**src/rtl/lw_sha_msg_padder_if.sv**
```systemverilog
// rtl/lw_sha_msg_padder_if.sv - message-in / padded-word-out handshake bundle for the SHA padder
interface lw_sha_msg_padder_if #(
    parameter int DATA_WIDTH = 32
);
    logic                  in_valid_i;
    logic                  in_ready_o;
    logic [DATA_WIDTH-1:0] in_data_i;
    logic                  in_last_i;
    logic [1:0]            in_bytes_i;
    logic                  empty_i;
    logic                  abort_i;
    logic                  out_valid_o;
    logic                  out_ready_i;
    logic [DATA_WIDTH-1:0] out_data_o;
    logic                  out_block_end_o;
    logic                  out_last_o;

    // padder side
    modport slave (
        input  in_valid_i, in_data_i, in_last_i, in_bytes_i, empty_i, abort_i, out_ready_i,
        output in_ready_o, out_valid_o, out_data_o, out_block_end_o, out_last_o
    );

    // message source / hash core side
    modport master (
        output in_valid_i, in_data_i, in_last_i, in_bytes_i, empty_i, abort_i, out_ready_i,
        input  in_ready_o, out_valid_o, out_data_o, out_block_end_o, out_last_o
    );
endinterface

```
**src/rtl/lw_sha_msg_padder.sv**
```systemverilog
// rtl/lw_sha_msg_padder.sv - SHA-1/SHA-256 message padder producing 512-bit blocks as 32-bit words
module lw_sha_msg_padder #(
    parameter int DATA_WIDTH = 32
) (
    input  logic                 clk_i,
    input  logic                 areset_i,
    lw_sha_msg_padder_if.slave   bus
);

    typedef enum logic [2:0] {
        S_DATA,
        S_PAD,
        S_ZERO,
        S_LEN_HI,
        S_LEN_LO
    } state_t;

    state_t                r_state;
    state_t                w_state_next;
    logic [3:0]            r_idx;
    logic [63:0]           r_len;
    logic                  r_out_valid;
    logic [DATA_WIDTH-1:0] r_out_data;
    logic                  r_out_block_end;
    logic                  r_out_last;

    logic                  w_can_load;
    logic                  w_load;
    logic [DATA_WIDTH-1:0] w_load_data;
    logic                  w_load_last;
    logic [63:0]           w_len_next;
    logic                  w_clear_msg;
    logic [3:0]            w_idx_inc;
    state_t                w_pad_next;
    logic [DATA_WIDTH-1:0] w_masked;

    // Output register can take a new word when it is empty or being drained this cycle.
    assign w_can_load = !r_out_valid || bus.out_ready_i;
    assign w_idx_inc  = r_idx + 4'd1;
    // After the 0x80 word, jump straight to the length when the next slot is word 14.
    assign w_pad_next = (w_idx_inc == 4'd14) ? S_LEN_HI : S_ZERO;

    assign bus.in_ready_o      = (r_state == S_DATA) && w_can_load;
    assign bus.out_valid_o     = r_out_valid;
    assign bus.out_data_o      = r_out_data;
    assign bus.out_block_end_o = r_out_block_end;
    assign bus.out_last_o      = r_out_last;

    // Partial final word: keep valid leading bytes, append 0x80, zero the rest.
    always_comb begin
        w_masked = '0;
        case (bus.in_bytes_i)
            2'd1:    w_masked = {bus.in_data_i[31:24], 8'h80, 16'h0000};
            2'd2:    w_masked = {bus.in_data_i[31:16], 8'h80, 8'h00};
            2'd3:    w_masked = {bus.in_data_i[31:8], 8'h80};
            default: w_masked = bus.in_data_i;
        endcase
    end

    // Next-state, word to load and running bit length.
    always_comb begin
        w_state_next = r_state;
        w_load       = 1'b0;
        w_load_data  = '0;
        w_load_last  = 1'b0;
        w_len_next   = r_len;
        w_clear_msg  = 1'b0;
        case (r_state)
            S_DATA: begin
                if (bus.in_valid_i) begin
                    if (w_can_load) begin
                        w_load = 1'b1;
                        if (!bus.in_last_i) begin
                            w_load_data = bus.in_data_i;
                            w_len_next  = r_len + 64'd32;
                        end else if (bus.in_bytes_i == 2'd0) begin
                            w_load_data  = bus.in_data_i;
                            w_len_next   = r_len + 64'd32;
                            w_state_next = S_PAD;
                        end else begin
                            w_load_data  = w_masked;
                            w_len_next   = r_len + {59'd0, bus.in_bytes_i, 3'b000};
                            w_state_next = w_pad_next;
                        end
                    end
                end else if (bus.empty_i && (r_idx == 4'd0) && (r_len == 64'd0)) begin
                    w_state_next = S_PAD;
                end
            end
            S_PAD: begin
                if (w_can_load) begin
                    w_load       = 1'b1;
                    w_load_data  = 32'h8000_0000;
                    w_state_next = w_pad_next;
                end
            end
            S_ZERO: begin
                if (w_can_load) begin
                    w_load = 1'b1;
                    if (w_idx_inc == 4'd14) begin
                        w_state_next = S_LEN_HI;
                    end
                end
            end
            S_LEN_HI: begin
                if (w_can_load) begin
                    w_load       = 1'b1;
                    w_load_data  = r_len[63:32];
                    w_state_next = S_LEN_LO;
                end
            end
            S_LEN_LO: begin
                if (w_can_load) begin
                    w_load       = 1'b1;
                    w_load_data  = r_len[31:0];
                    w_load_last  = 1'b1;
                    w_clear_msg  = 1'b1;
                    w_state_next = S_DATA;
                end
            end
            default: begin
                w_state_next = S_DATA;
            end
        endcase
    end

    // State, word index and length; abort wins over everything except reset.
    always_ff @(posedge clk_i or posedge areset_i) begin
        if (areset_i) begin
            r_state <= S_DATA;
            r_idx   <= 4'd0;
            r_len   <= 64'd0;
        end else if (bus.abort_i) begin
            r_state <= S_DATA;
            r_idx   <= 4'd0;
            r_len   <= 64'd0;
        end else begin
            r_state <= w_state_next;
            r_len   <= w_clear_msg ? 64'd0 : w_len_next;
            if (w_load) begin
                r_idx <= w_clear_msg ? 4'd0 : w_idx_inc;
            end
        end
    end

    // Output word register: holds under backpressure, reloads on empty or drain.
    always_ff @(posedge clk_i or posedge areset_i) begin
        if (areset_i) begin
            r_out_valid     <= 1'b0;
            r_out_data      <= '0;
            r_out_block_end <= 1'b0;
            r_out_last      <= 1'b0;
        end else if (bus.abort_i) begin
            r_out_valid     <= 1'b0;
            r_out_data      <= '0;
            r_out_block_end <= 1'b0;
            r_out_last      <= 1'b0;
        end else if (w_load) begin
            r_out_valid     <= 1'b1;
            r_out_data      <= w_load_data;
            r_out_block_end <= (r_idx == 4'd15);
            r_out_last      <= w_load_last;
        end else if (bus.out_ready_i) begin
            r_out_valid     <= 1'b0;
        end
    end

endmodule

```
**src/flat_wrapper.sv**
```systemverilog
// flat-port wrapper written by rule: the top's interface ports become plain ports
module lw_sha_msg_padder_flat 
#(
    parameter int DATA_WIDTH = 32
)
  (clk_i, areset_i, bus_in_valid_i, bus_in_data_i, bus_in_last_i, bus_in_bytes_i, bus_empty_i, bus_abort_i, bus_out_ready_i, bus_in_ready_o, bus_out_valid_o, bus_out_data_o, bus_out_block_end_o, bus_out_last_o);
  lw_sha_msg_padder_if #(.DATA_WIDTH(DATA_WIDTH)) bus_i ();
  input  logic clk_i;
  input  logic areset_i;
  input wire logic [$bits(bus_i.in_valid_i)-1:0] bus_in_valid_i;
  input wire logic [$bits(bus_i.in_data_i)-1:0] bus_in_data_i;
  input wire logic [$bits(bus_i.in_last_i)-1:0] bus_in_last_i;
  input wire logic [$bits(bus_i.in_bytes_i)-1:0] bus_in_bytes_i;
  input wire logic [$bits(bus_i.empty_i)-1:0] bus_empty_i;
  input wire logic [$bits(bus_i.abort_i)-1:0] bus_abort_i;
  input wire logic [$bits(bus_i.out_ready_i)-1:0] bus_out_ready_i;
  output wire logic [$bits(bus_i.in_ready_o)-1:0] bus_in_ready_o;
  output wire logic [$bits(bus_i.out_valid_o)-1:0] bus_out_valid_o;
  output wire logic [$bits(bus_i.out_data_o)-1:0] bus_out_data_o;
  output wire logic [$bits(bus_i.out_block_end_o)-1:0] bus_out_block_end_o;
  output wire logic [$bits(bus_i.out_last_o)-1:0] bus_out_last_o;
  assign bus_i.in_valid_i = bus_in_valid_i;
  assign bus_i.in_data_i = bus_in_data_i;
  assign bus_i.in_last_i = bus_in_last_i;
  assign bus_i.in_bytes_i = bus_in_bytes_i;
  assign bus_i.empty_i = bus_empty_i;
  assign bus_i.abort_i = bus_abort_i;
  assign bus_i.out_ready_i = bus_out_ready_i;
  assign bus_in_ready_o = bus_i.in_ready_o;
  assign bus_out_valid_o = bus_i.out_valid_o;
  assign bus_out_data_o = bus_i.out_data_o;
  assign bus_out_block_end_o = bus_i.out_block_end_o;
  assign bus_out_last_o = bus_i.out_last_o;
  lw_sha_msg_padder #(.DATA_WIDTH(DATA_WIDTH)) u_core (.clk_i(clk_i), .areset_i(areset_i), .bus(bus_i));
endmodule
```
**config.mk**
```make
export PLATFORM = sky130hd
export DESIGN_NAME = lw_sha_msg_padder_flat
export DESIGN_NICKNAME = d
export VERILOG_FILES = /design/src/rtl/lw_sha_msg_padder_if.sv /design/src/rtl/lw_sha_msg_padder.sv /design/src/flat_wrapper.sv
export SDC_FILE = /design/constraint.sdc
export NUM_CORES = 1
export LEC_CHECK = 0
export ABC_CLOCK_PERIOD_IN_PS = 5600
export BUFFER_PORTS_ARGS = -buffer_cell sky130_fd_sc_hd__buf_4
export CAP_MARGIN = 20
export CORE_MARGIN = 3
export CORE_UTILIZATION = 40
export DETAILED_ROUTE_END_ITERATION = 12
export PLACE_DENSITY_LB_ADDON = 0.25
export SLEW_MARGIN = 30
export SYNTH_ARGS = -nofsm -noshare
export SYNTH_HDL_FRONTEND = slang
export SYNTH_SLANG_ARGS = --single-unit
```
**constraint.sdc**
```tcl
create_clock -name clk_i -period 5.6 [get_ports clk_i]
set_clock_uncertainty 0.15 [all_clocks]
set_input_delay 0.56 -clock clk_i [delete_from_list [all_inputs] [get_ports clk_i]]
set_output_delay 0.56 -clock clk_i [all_outputs]
set_load 0.01 [all_outputs]
```
[After elaboration in Yosys (flattened, before gate mapping)]
Cells that the tools add are included.
Cells by class
  add/sub/neg operators: 3
  equality and inequality tests: 17
  muxes and demuxes: 45
  reduce and logical (&&, ||, !) cells: 17
Operators with widths (count)
  64-bit two-way mux: 7
  32-bit two-way mux: 7
  32-bit one-hot mux with 4 select lines: 1
  24-bit one-hot mux with 3 select lines: 1
  64-bit by 5-bit adder with 64-bit output: 1
  64-bit by 6-bit adder with 64-bit output (second input constant): 1
  64-bit logical NOT: 1
  24-bit two-way mux: 2
  3-bit two-way mux: 11
  3-bit by 2-bit != test with 1-bit output (second input constant): 5
  3-bit one-hot mux with 5 select lines: 1
  4-bit two-way mux: 3
  3-bit nonzero test: 4
  1-bit two-way mux: 11
  4-bit equality test (second input constant): 2
  4-bit != test (second input constant): 2
  8-bit AND reduction: 1
  3-bit by 2-bit equality test with 1-bit output (second input constant): 2
  4-bit by 1-bit adder with 4-bit output (second input constant): 1
  2-bit equality test (second input constant): 2
  4-bit logical NOT: 1
  4-bit by 3-bit != test with 1-bit output (second input constant): 1
  4-bit OR reduction: 1
  3-bit by 1-bit equality test with 1-bit output (second input constant): 1
  other kinds (10): 12
Word-level totals
  output and inout bits: 36
  input port bits: 41
  register bits after elaboration: 106
  word-level logic and storage cells: 89

[Depth between registers and ports, before layout]
Gate-level depths: netlist of run 1.
  depth in word-level cells: 9
  depth in mapped cells: 9
  gate-level depth less buffers: 7

[Worst setup path before layout of run 1]
Ideal clock, no wire load.
  path type: input to register
  start: input port bus_in_bytes_i[1]
  end: register u_core.r_len[62]
  library setup time: 0.087 ns
  slack: 2.979 ns
  arrival time: 2.384 ns
  path buffers: 1
  cell stages on the path: 6
  required time: 5.363 ns
  cell sequence: clkbuf_1 -> o21a_1 -> a2111o_1 -> or3_1 -> or4b_1 -> o211ai_1
On the way
  cells in the longest elaborated chain, start to end: 8
  elaborated cells between the ends (all ways): 9
  those cells by class: 1 x add/sub; 7 x mux; 1 x reduce/logical
RTL lines
  from (decl): line flat_wrapper.sv:13  | input wire logic [$bits(bus_i.in_bytes_i)-1:0] bus_in_bytes_i;
  64-bit by 5-bit adder with 64-bit output / 2-bit logical NOT (equally long branches): line lw_sha_msg_padder.sv:82, lw_sha_msg_padder.sv:76
  64-bit two-way mux *: line lw_sha_msg_padder.sv:76  | end else if (bus.in_bytes_i == 2'd0) begin
  64-bit two-way mux *: line lw_sha_msg_padder.sv:73  | if (!bus.in_last_i) begin
  64-bit two-way mux *: line lw_sha_msg_padder.sv:71  | if (w_can_load) begin
  64-bit two-way mux *: line lw_sha_msg_padder.sv:70  | if (bus.in_valid_i) begin
  64-bit two-way mux *: line lw_sha_msg_padder.sv:68  | case (r_state)
  64-bit two-way mux *: line lw_sha_msg_padder.sv:139  | r_len <= w_clear_msg ? 64'd0 : w_len_next;
  64-bit two-way mux *: line lw_sha_msg_padder.sv:133  | end else if (bus.abort_i) begin
  to (signal assigned): line lw_sha_msg_padder.sv:139
  to (decl): line lw_sha_msg_padder.sv:21  | logic [63:0] r_len;
Mark *: on every way between the ends. The rest lies on a longest branch, timed or not. The select of a mux whose other input is x is not followed.
A chain may end at the register's enable or synchronous reset.

[Final worst setup path of run 1]
  start: register u_core.r_len[38]
  end: register u_core.r_len[49]
On the way
  cells in the longest elaborated chain, start to end: 8
  elaborated cells between the ends (all ways): 9
  those cells by class: 2 x add/sub; 7 x mux
RTL lines (line)
  64-bit by 5-bit adder with 64-bit output / 64-bit by 6-bit adder with 64-bit output (equally long branches): lw_sha_msg_padder.sv:82, lw_sha_msg_padder.sv:75, lw_sha_msg_padder.sv:78
  64-bit two-way mux: lw_sha_msg_padder.sv:76
  64-bit two-way mux *: lw_sha_msg_padder.sv:73
  64-bit two-way mux *: lw_sha_msg_padder.sv:71
  64-bit two-way mux *: lw_sha_msg_padder.sv:70
  64-bit two-way mux *: lw_sha_msg_padder.sv:68
  64-bit two-way mux *: lw_sha_msg_padder.sv:139
  64-bit two-way mux *: lw_sha_msg_padder.sv:133
Marked as above.

==> results of run 1 <==
## state kept, by name (all words and copies together), names as in the netlist
name / flops
u_core.bus.out_last_o: 1
u_core.r_idx: 4
u_core.bus.out_data_o: 32
u_core.bus.out_valid_o: 1
u_core.r_len: 61
u_core.bus.out_block_end_o: 1
u_core.r_state: 3
## final cells by class
class | instances | area (um^2)
clock buffer | 10 | 239
clock inverter | 5 | 104
fill | 1490 | 7960
inverter | 17 | 68.8
multi-input combinational | 562 | 3460
sequential | 103 | 2580
tap | 211 | 264
timing repair buffer | 86 | 646
## power breakdown
group	total (uW)	internal (uW)	switching [uW]
registers	837	784	53.2
clock network	740	448	292
logic	482	173	309
total	2060	1400	654
## metrics by stage
| step | setup WS (ns) | total power, uW | utilization |
|---|---|---|---|
| floorplan | 2.19 | 1130 | - |
| global placement | 2.36 | 1320 | 0.457 |
| detailed placement | 2.33 | 1320 | 0.457 |
| CTS | 2.47 | 2060 | 0.480 |
| global route | 2.27 | 2150 | 0.480 |
| finish | 2.37 | 2060 | 0.480 |
## critical path, delay by kind of cell (launching register included)
kind | cells | cell delay (ns)
simple gates | 4 | 2.13
flops | 1 | 0.62
compound gates | 1 | 0.23
## path summary, 6_finish.rpt
| check | start | to | cells after the start |
|---|---|---|---|
| max in group asynchronous | areset_i | u_core.r_len[26]$_DFFE_PP0P_ | 3 |
| setup reg to reg | u_core.r_len[38]$_DFFE_PP0P_ | u_core.r_len[49]$_DFFE_PP0P_ | 5 |
| setup / recovery | u_core.r_len[38]$_DFFE_PP0P_ | u_core.r_len[49]$_DFFE_PP0P_ | 5 |
| min in group clk_i | u_core.bus.out_data_o[23]$_DFFE_PP0P_ | u_core.bus.out_data_o[23]$_DFFE_PP0P_ | 1 |
| hold reg to reg | u_core.bus.out_data_o[23]$_DFFE_PP0P_ | u_core.bus.out_data_o[23]$_DFFE_PP0P_ | 1 |
| hold / removal | areset_i | u_core.bus.out_data_o[12]$_DFFE_PP0P_ | 2 |
## cell families (layout without fill, tap and decap cells)
logic type      after synthesis  after routing  share of synthesized area
mux                           3              3                    0.00495
xor+xnor                      3              3                    0.00416
fa+ha+maj                     7              7                     0.0150
buf+inv                      80            118                     0.0513
compound gates              231            231                      0.254
simple gates                318            318                      0.263
flops                       103            103                      0.408
## cells in the final DEF (no fill, tap or decap), types with 6 or more instances in the layout
master     instances
and3_1            16
nor4_1            28
a21oi_1           30
o211ai_1           8
o31ai_1            9
nand4_1           22
buf_4             86
inv_1             16
a31oi_1           21
and4_1             6
nand2_1           96
a21o_1            10
clkbuf_16          9
a22oi_1            7
a22o_1             7
nand3_1           34
a222oi_1          27
or3_1              9
ha_1               6
dfrtp_1          103
or4_1             17
o21ai_0           67
nand2b_1           6
nor2_1            36
nor3_1            17
## layer usage
metal  up-vias  part of all wire  GRT usage  wire, um
li1       2950                 -          -         -
met2       363              0.46      0.405     10700
met1      3245              0.43      0.382     10000
met4         0             0.016     0.0706       365
met5         -                 0          0         0
met3        29             0.092     0.0570      2140
==> results by group, run 1 <==
STA
  – Setup TNS: 0 ns
  – Fmax: 309 MHz
  – Hold slack: 0.142 ns
  – RSZ-0062 raised after global routing: no
  – Final Hold Viols: 0
  – Fin crit period: 3.23 ns
  – Final period util: 0.577
  – Final count of negative-setup-slack endpoints: 0
  – Rel. slew slack: 0.386
  – Tightest Pin Transition: 0.918 ns
  – Max-slew violations: 0

Detailed routing
  – Post-route DRC violation count: 0
  – TritonRoute pass-1 iters: 12
  – Antenna-violating nets left: 0
  – Number of DRC markers in iteration 0: 1,087
  – Vias: 6,587
  – Wire per inst: 23.4 um
  – Via density: ~6.6
  – Routed Wire Length: 23,200 um

Floorplanning
  – Die area: 17,300 um^2
  – Io pins: 77
  – Core box area: 15,300 um^2
  – Die X: 132 um
  – Die height: 132 um
  – Initial Util: 0.413
  – Placement row count: 45

CTS
  – Hold_buf cts: 0
  – Clock transition at the registers of the reported paths: roughly 0.070 ns
  – Post-CTS sizing: 0
  – Post-CTS setup buffer count: 0
  – CTS tree: done
  – CTS root buffer: clkbuf_16
  – CTS sink cnt: roughly 100
  – H-tree levels: 3
  – Clk buf depth: 2
  – Clock latency on the worst-skew pair: 0.36 ns
  – Cts bufs inserted: 9

Logic synthesis
  – Main synth FF type: dfrtp_1
  – Dominant cell type by area after synthesis: dfrtp_1
  – Sequential fraction of the synthesis area: 0.408
  – Post-synth cell types: between 70 and 80
  – Syn nets: 793
  – Most common cell in the netlist: dfrtp_1
  – Post-synth EDFFs: 0
  – Synth warnings: 0
  – Synth async-reset ratio: 1.00
  – Synth Cell Area: 6320 um^2
  – Top post-synthesis cells by count: dfrtp_1 (103), nand2_1 (96), o21ai_0 (67)
  – Post-Syn Instances: 745
  – Flops & latches, synth: around 100
  – Largest cells by area after synthesis: dfrtp_1 (41%), nand2_1 (5.7%), o21ai_0 (5.3%), a222oi_1 (4.3%), clkbuf_1 (3.0%)
  – Top-area cell type share of the netlist area: 0.408
  – Syn_area_per_cell: 8.48 um^2

Global routing
  – Grt ovf: 0
  – Vias in the first global route: 6,055
  – Total GRT Usage: 0.265
  – Initial antenna violation count: 0
  – First-pass GRT wire length: around 36,000 um
  – Largest net degree at the start of global routing: 70

Final layout
  – Antenna diodes: 0
  – Post-route cell area: roughly 7400 um^2
  – Area growth syn-to-layout: 16.4%
  – Nets: 827
  – Final std cells w/o fill: approximately 1,000
  – Layout cell share with drive strength beyond 1: 0.157

Worst hold path
  – Hold Crit Class: in2async

Setup path
  – Critical path cell sequence: nand4_1, nor3_1, nand4b_1, or4_1, a211oi_1
  – Worst Setup Start Kind: flop
  – CP required: 5.72 ns
  – Peak fanout along the critical path: 10
  – Crit-path slowest cell: or4_1
  – Max stage delay on crit path: 0.64 ns
  – Worst R2R Setup Slack: between 2 and 2.5 ns
  – Setup CP Type: reg2reg
  – Worst path arrival time: 3.35 ns
  – Setup crit end kind: flop

Placement
  – GPL Wtd Cong: approximately 0.96
  – Placed instance count: 979
  – Placement Cell Area: ~7000 um^2
  – Dpl hpwl: roughly 17,000 um
  – Port bufs: 76

Power and ir drop
  – IR drop worst, VDD: between 150 and 200 uV
  – Lkg Pwr: 0.00298 uW
  – Power density over cell area: 280 nW/um^2

Flow run
  – Max-Cap Viols: 0

Run status
  – Status: finished, final reports clean
Power figures use the tool's default switching activity.
==> run 2, diff against run 1 <==
Settings changed: ABC_AREA set to 1, ABC_CLOCK_PERIOD_IN_PS 5600 to 3080.
Clock period 5.6 ns to 3.08 ns, I/O delays scaled along.
==> run 2 against run 1 <==
Effect of this change:
- synthesized cell count increased by 41%
- total power grew 97%
- core utilization is 0.49 points lower
- via count rose by 16%
- critical endpoint is now u_core.r_len[61]$_DFFE_PP0P_
==> results by group, run 2 <==
Setup path
  – CP required: 3.22 ns (was 5.72 ns)
  – Setup CP Type: reg2reg (unchanged)
  – Setup crit end kind: flop (unchanged)
  – Crit-path slowest cell: dfrtp_1 (was or4_1)
  – Critical path cell sequence: nand2_1, inv_1, nand2_1, nor3_1, nand3_1, nor2_1, nand3_1, a21oi_1 (was nand4_1, nor3_1, nand4b_1, or4_1, a211oi_1)
  – Worst Setup Start Kind: flop (unchanged)
  – Peak fanout along the critical path: 7 (was 10)
  – Max stage delay on crit path: 0.61 ns (was 0.64 ns)
  – Worst path arrival time: 2.55 ns (was 3.35 ns)

CTS
  – Clock latency on the worst-skew pair: 0.37 ns (was 0.36 ns)
  – Post-CTS sizing: 0 (unchanged)
  – CTS root buffer: clkbuf_16 (unchanged)
  – Clock transition at the registers of the reported paths: 0.08 ns (was 0.07 ns)
  – CTS sink cnt: 103 (unchanged)
  – CTS tree: done (unchanged)
  – H-tree levels: 3 (unchanged)
  – Clk buf depth: 2 (unchanged)
  – Cts bufs inserted: 9 (unchanged)

Logic synthesis
  – Flops & latches, synth: 103 (unchanged)
  – Synth Cell Area: 7100 um^2 (was 6320 um^2)
  – Most common cell in the netlist: nand2_1 (was dfrtp_1)
  – Top-area cell type share of the netlist area: 0.363 (was 0.408)
  – Synth async-reset ratio: 1.00 (unchanged)
  – Main synth FF type: dfrtp_1 (unchanged)
  – Post-synth EDFFs: 0 (unchanged)
  – Top post-synthesis cells by count: nand2_1 (233), nor2_1 (146), inv_1 (136) (was dfrtp_1 (103), nand2_1 (96), o21ai_0 (67))
  – Syn_area_per_cell: 6.76 um^2 (was 8.48 um^2)
  – Post-Syn Instances: 1,050 (was 745)
  – Dominant cell type by area after synthesis: dfrtp_1 (unchanged)
  – Largest cells by area after synthesis: dfrtp_1 (36%), nand2_1 (12%), nor2_1 (7.7%), inv_1 (7.2%), o21ai_0 (6.3%) (was dfrtp_1 (41%), nand2_1 (5.7%), o21ai_0 (5.3%), a222oi_1 (4.3%), clkbuf_1 (3.0%))
  – Syn nets: 1,098 (was 793)
  – Post-synth cell types: 42 (was 71)
  – Sequential fraction of the synthesis area: 0.363 (was 0.408)
  – Synth warnings: 0 (unchanged)

Final layout
  – Final std cells w/o fill: 1,354 (was 994)
  – Antenna diodes: 0 (unchanged)
  – Largest register by flop count: u_core.r_len (unchanged)
  – Post-route cell area: 8250 um^2 (was 7360 um^2)
  – Nets: 1,172 (was 827)
  – Layout cell share with drive strength beyond 1: 0.140 (was 0.157)
  – Area growth syn-to-layout: 16.3% (was 16.4%)
  – Most common cell after layout, fill and taps aside: nand2_1 (was dfrtp_1)
  – Most frequent cells in the layout: nand2_1 (233), nor2_1 (146), inv_1 (135) (was dfrtp_1 (103), nand2_1 (96), buf_4 (86))
  – Max FFs per register: 61 (unchanged)

Detailed routing
  – Vias: 7,637 (was 6,587)
  – Routed Wire Length: 27,200 um (was 23,200 um)
  – Number of DRC markers in iteration 0: 1,000 (was 1,087)
  – Wire per inst: 20.1 um (was 23.4 um)
  – Post-route DRC violation count: 0 (unchanged)
  – Via density: 5.64 (was 6.63)
  – TritonRoute pass-1 iters: 5 (was 12)
  – Antenna-violating nets left: 0 (unchanged)

Power and ir drop
  – Clock power share: 0.301 (was 0.359)
  – Power, Total: 4050 uW (was 2060 uW)
  – Lkg Pwr: 0.00364 uW (was 0.00298 uW)
  – Sw Pwr: 1520 uW (was 654 uW)
  – Power density over cell area: 491 nW/um^2 (was 280 nW/um^2)
  – IR drop worst, VDD: 270 uV (was 194 uV)
  – Switching portion of total power: 0.374 (was 0.318)
  – Pint: 2530 uW (was 1400 uW)
  – Sequential Power Share: 0.396 (was 0.407)
  – Combinational power share: 0.303 (was 0.234)

STA
  – Tightest Pin Transition: 0.827 ns (was 0.918 ns)
  – Final period util: 0.783 (was 0.577)
  – Final count of negative-setup-slack endpoints: 0 (unchanged)
  – Max-slew violations: 0 (unchanged)
  – Rel. slew slack: 0.446 (was 0.386)
  – Final Hold Viols: 0 (unchanged)
  – RSZ-0062 raised after global routing: no (unchanged)
  – Fin crit period: 2.41 ns (was 3.23 ns)
  – Setup TNS: 0 ns (unchanged)
  – Fmax: 414 MHz (was 309 MHz)

Worst hold path
  – Hold Crit Class: in2reg (was in2async)

Floorplanning
  – Die X: 139 um (was 132 um)
  – Initial Util: 0.409 (was 0.413)
  – Core box area: 17,400 um^2 (was 15,300 um^2)
  – Placement row count: 48 (was 45)
  – Die height: 139 um (was 132 um)
  – Die area: 19,400 um^2 (was 17,300 um^2)
  – Io pins: 77 (unchanged)

Global routing
  – Vias in the first global route: 7,155 (was 6,055)
  – First-pass GRT wire length: 42,400 um (was 36,200 um)
  – Largest net degree at the start of global routing: 37 (was 70)
  – Total GRT Usage: 0.282 (was 0.265)
  – Initial antenna violation count: 1 (was 0)
  – Grt ovf: 0 (unchanged)

Flow run
  – Max-Cap Viols: 0 (unchanged)

Run status
  – Status: finished, final reports clean (unchanged)

Placement
  – GPL Wtd Cong: 1.09 (was 0.958)
  – Port bufs: 76 (unchanged)
  – Dpl hpwl: 21,300 um (was 16,700 um)
  – Placed instance count: 1,337 (was 979)
  – Placement Cell Area: 7940 um^2 (was 7010 um^2)
-- run 2: cell types whose count changed after synthesis, sizes merged, moves of 37 or more --
cell	change
nand2	+147
o21ai	+37
clkbuf	-41
inv	+127
nand3	+37
nor2	+125
-- run 2: final cells by class --
class	count	area [um^2]
Multi-Input combinational cell	774	3840
Fill cell	1795	9100
Clock inverter	6	72.6
Timing Repair Buffer	92	706
Clock buffer	10	229
Inverter	144	547
Sequential cell	103	2580
Tap cell	225	282
-- run 2: cells by family (layout without fill, tap and decap cells) --
logic type / after synthesis / after routing / share of synthesized area
DFF: 103 / 103 / 0.363
xor gates and xnor gates: 7 / 7 / 0.00864
buffers and inverters: 173 / 252 / 0.0959
and+or+nand+nor: 546 / 546 / 0.350
adders and majority gates: 7 / 7 / 0.0134
AOI/OAI and AO/OA: 214 / 214 / 0.169
-- run 2: path summary, 6_finish.rpt --
kind | cells past startpoint | slack [ns] | from | end
max | 8 | 0.67 | u_core.r_len[50]$_DFFE_PP0P_ | u_core.r_len[61]$_DFFE_PP0P_
min | 3 | 0.07 | bus_in_data_i[25] | u_core.bus.out_data_o[25]$_DFFE_PP0P_
max reg2reg | 8 | 0.67 | u_core.r_len[50]$_DFFE_PP0P_ | u_core.r_len[61]$_DFFE_PP0P_
min reg2reg | 2 | 0.33 | u_core.bus.out_data_o[1]$_DFFE_PP0P_ | u_core.bus.out_data_o[1]$_DFFE_PP0P_
max in group asynchronous | 4 | 1.47 | areset_i | u_core.bus.out_data_o[7]$_DFFE_PP0P_
min in group asynchronous | 3 | 0.48 | areset_i | u_core.bus.out_data_o[13]$_DFFE_PP0P_
-- run 2: worst max-delay path: cells and delay by family, from the launching register on --
family          cells  cell delay [ns]
flops               1             0.61
simple gates        6             1.29
compound gates      1             0.18
buf+inv             1             0.09
-- run 2: per-layer routing --
metal | up-vias | track usage | part of all wire
met1 | 3599 | 0.409 | 0.44
met5 | - | 0 | 0.00048
met4 | 2 | 0.104 | 0.034
li1 | 3621 | - | -
met3 | 57 | 0.0474 | 0.085
met2 | 358 | 0.424 | 0.44
-- run 2: per-stage QoR --
stage | hold WS [ns] | utilization | worst slack (ns)
final | 0.0743 | 0.475 | 0.667
after global routing | 0.0783 | 0.475 | 0.491
after CTS | 0.0708 | 0.475 | 0.694
after detailed placement | 0.325 | 0.458 | 0.680
after global placement | 0.316 | 0.458 | 0.709
after floorplan | 0.267 | - | 1.21
-- run 2: what timing repair did --
action | in CTS | in global routing
hold endpoints to repair | 29 | 0
hold buffers | 1 | 0
setup buffers | 0 | 0
setup endpoints to repair | 0 | 0
-- run 2: power groups by stage --
stage | clock (uW) | sequential, uW | combinational [uW]
floorplan | 0 | 1640 | 724
global placement | 0 | 1620 | 1220
detailed placement | 0 | 1630 | 1220
CTS | 1230 | 1600 | 1230
global route | 1280 | 1630 | 1360
finish | 1220 | 1600 | 1230
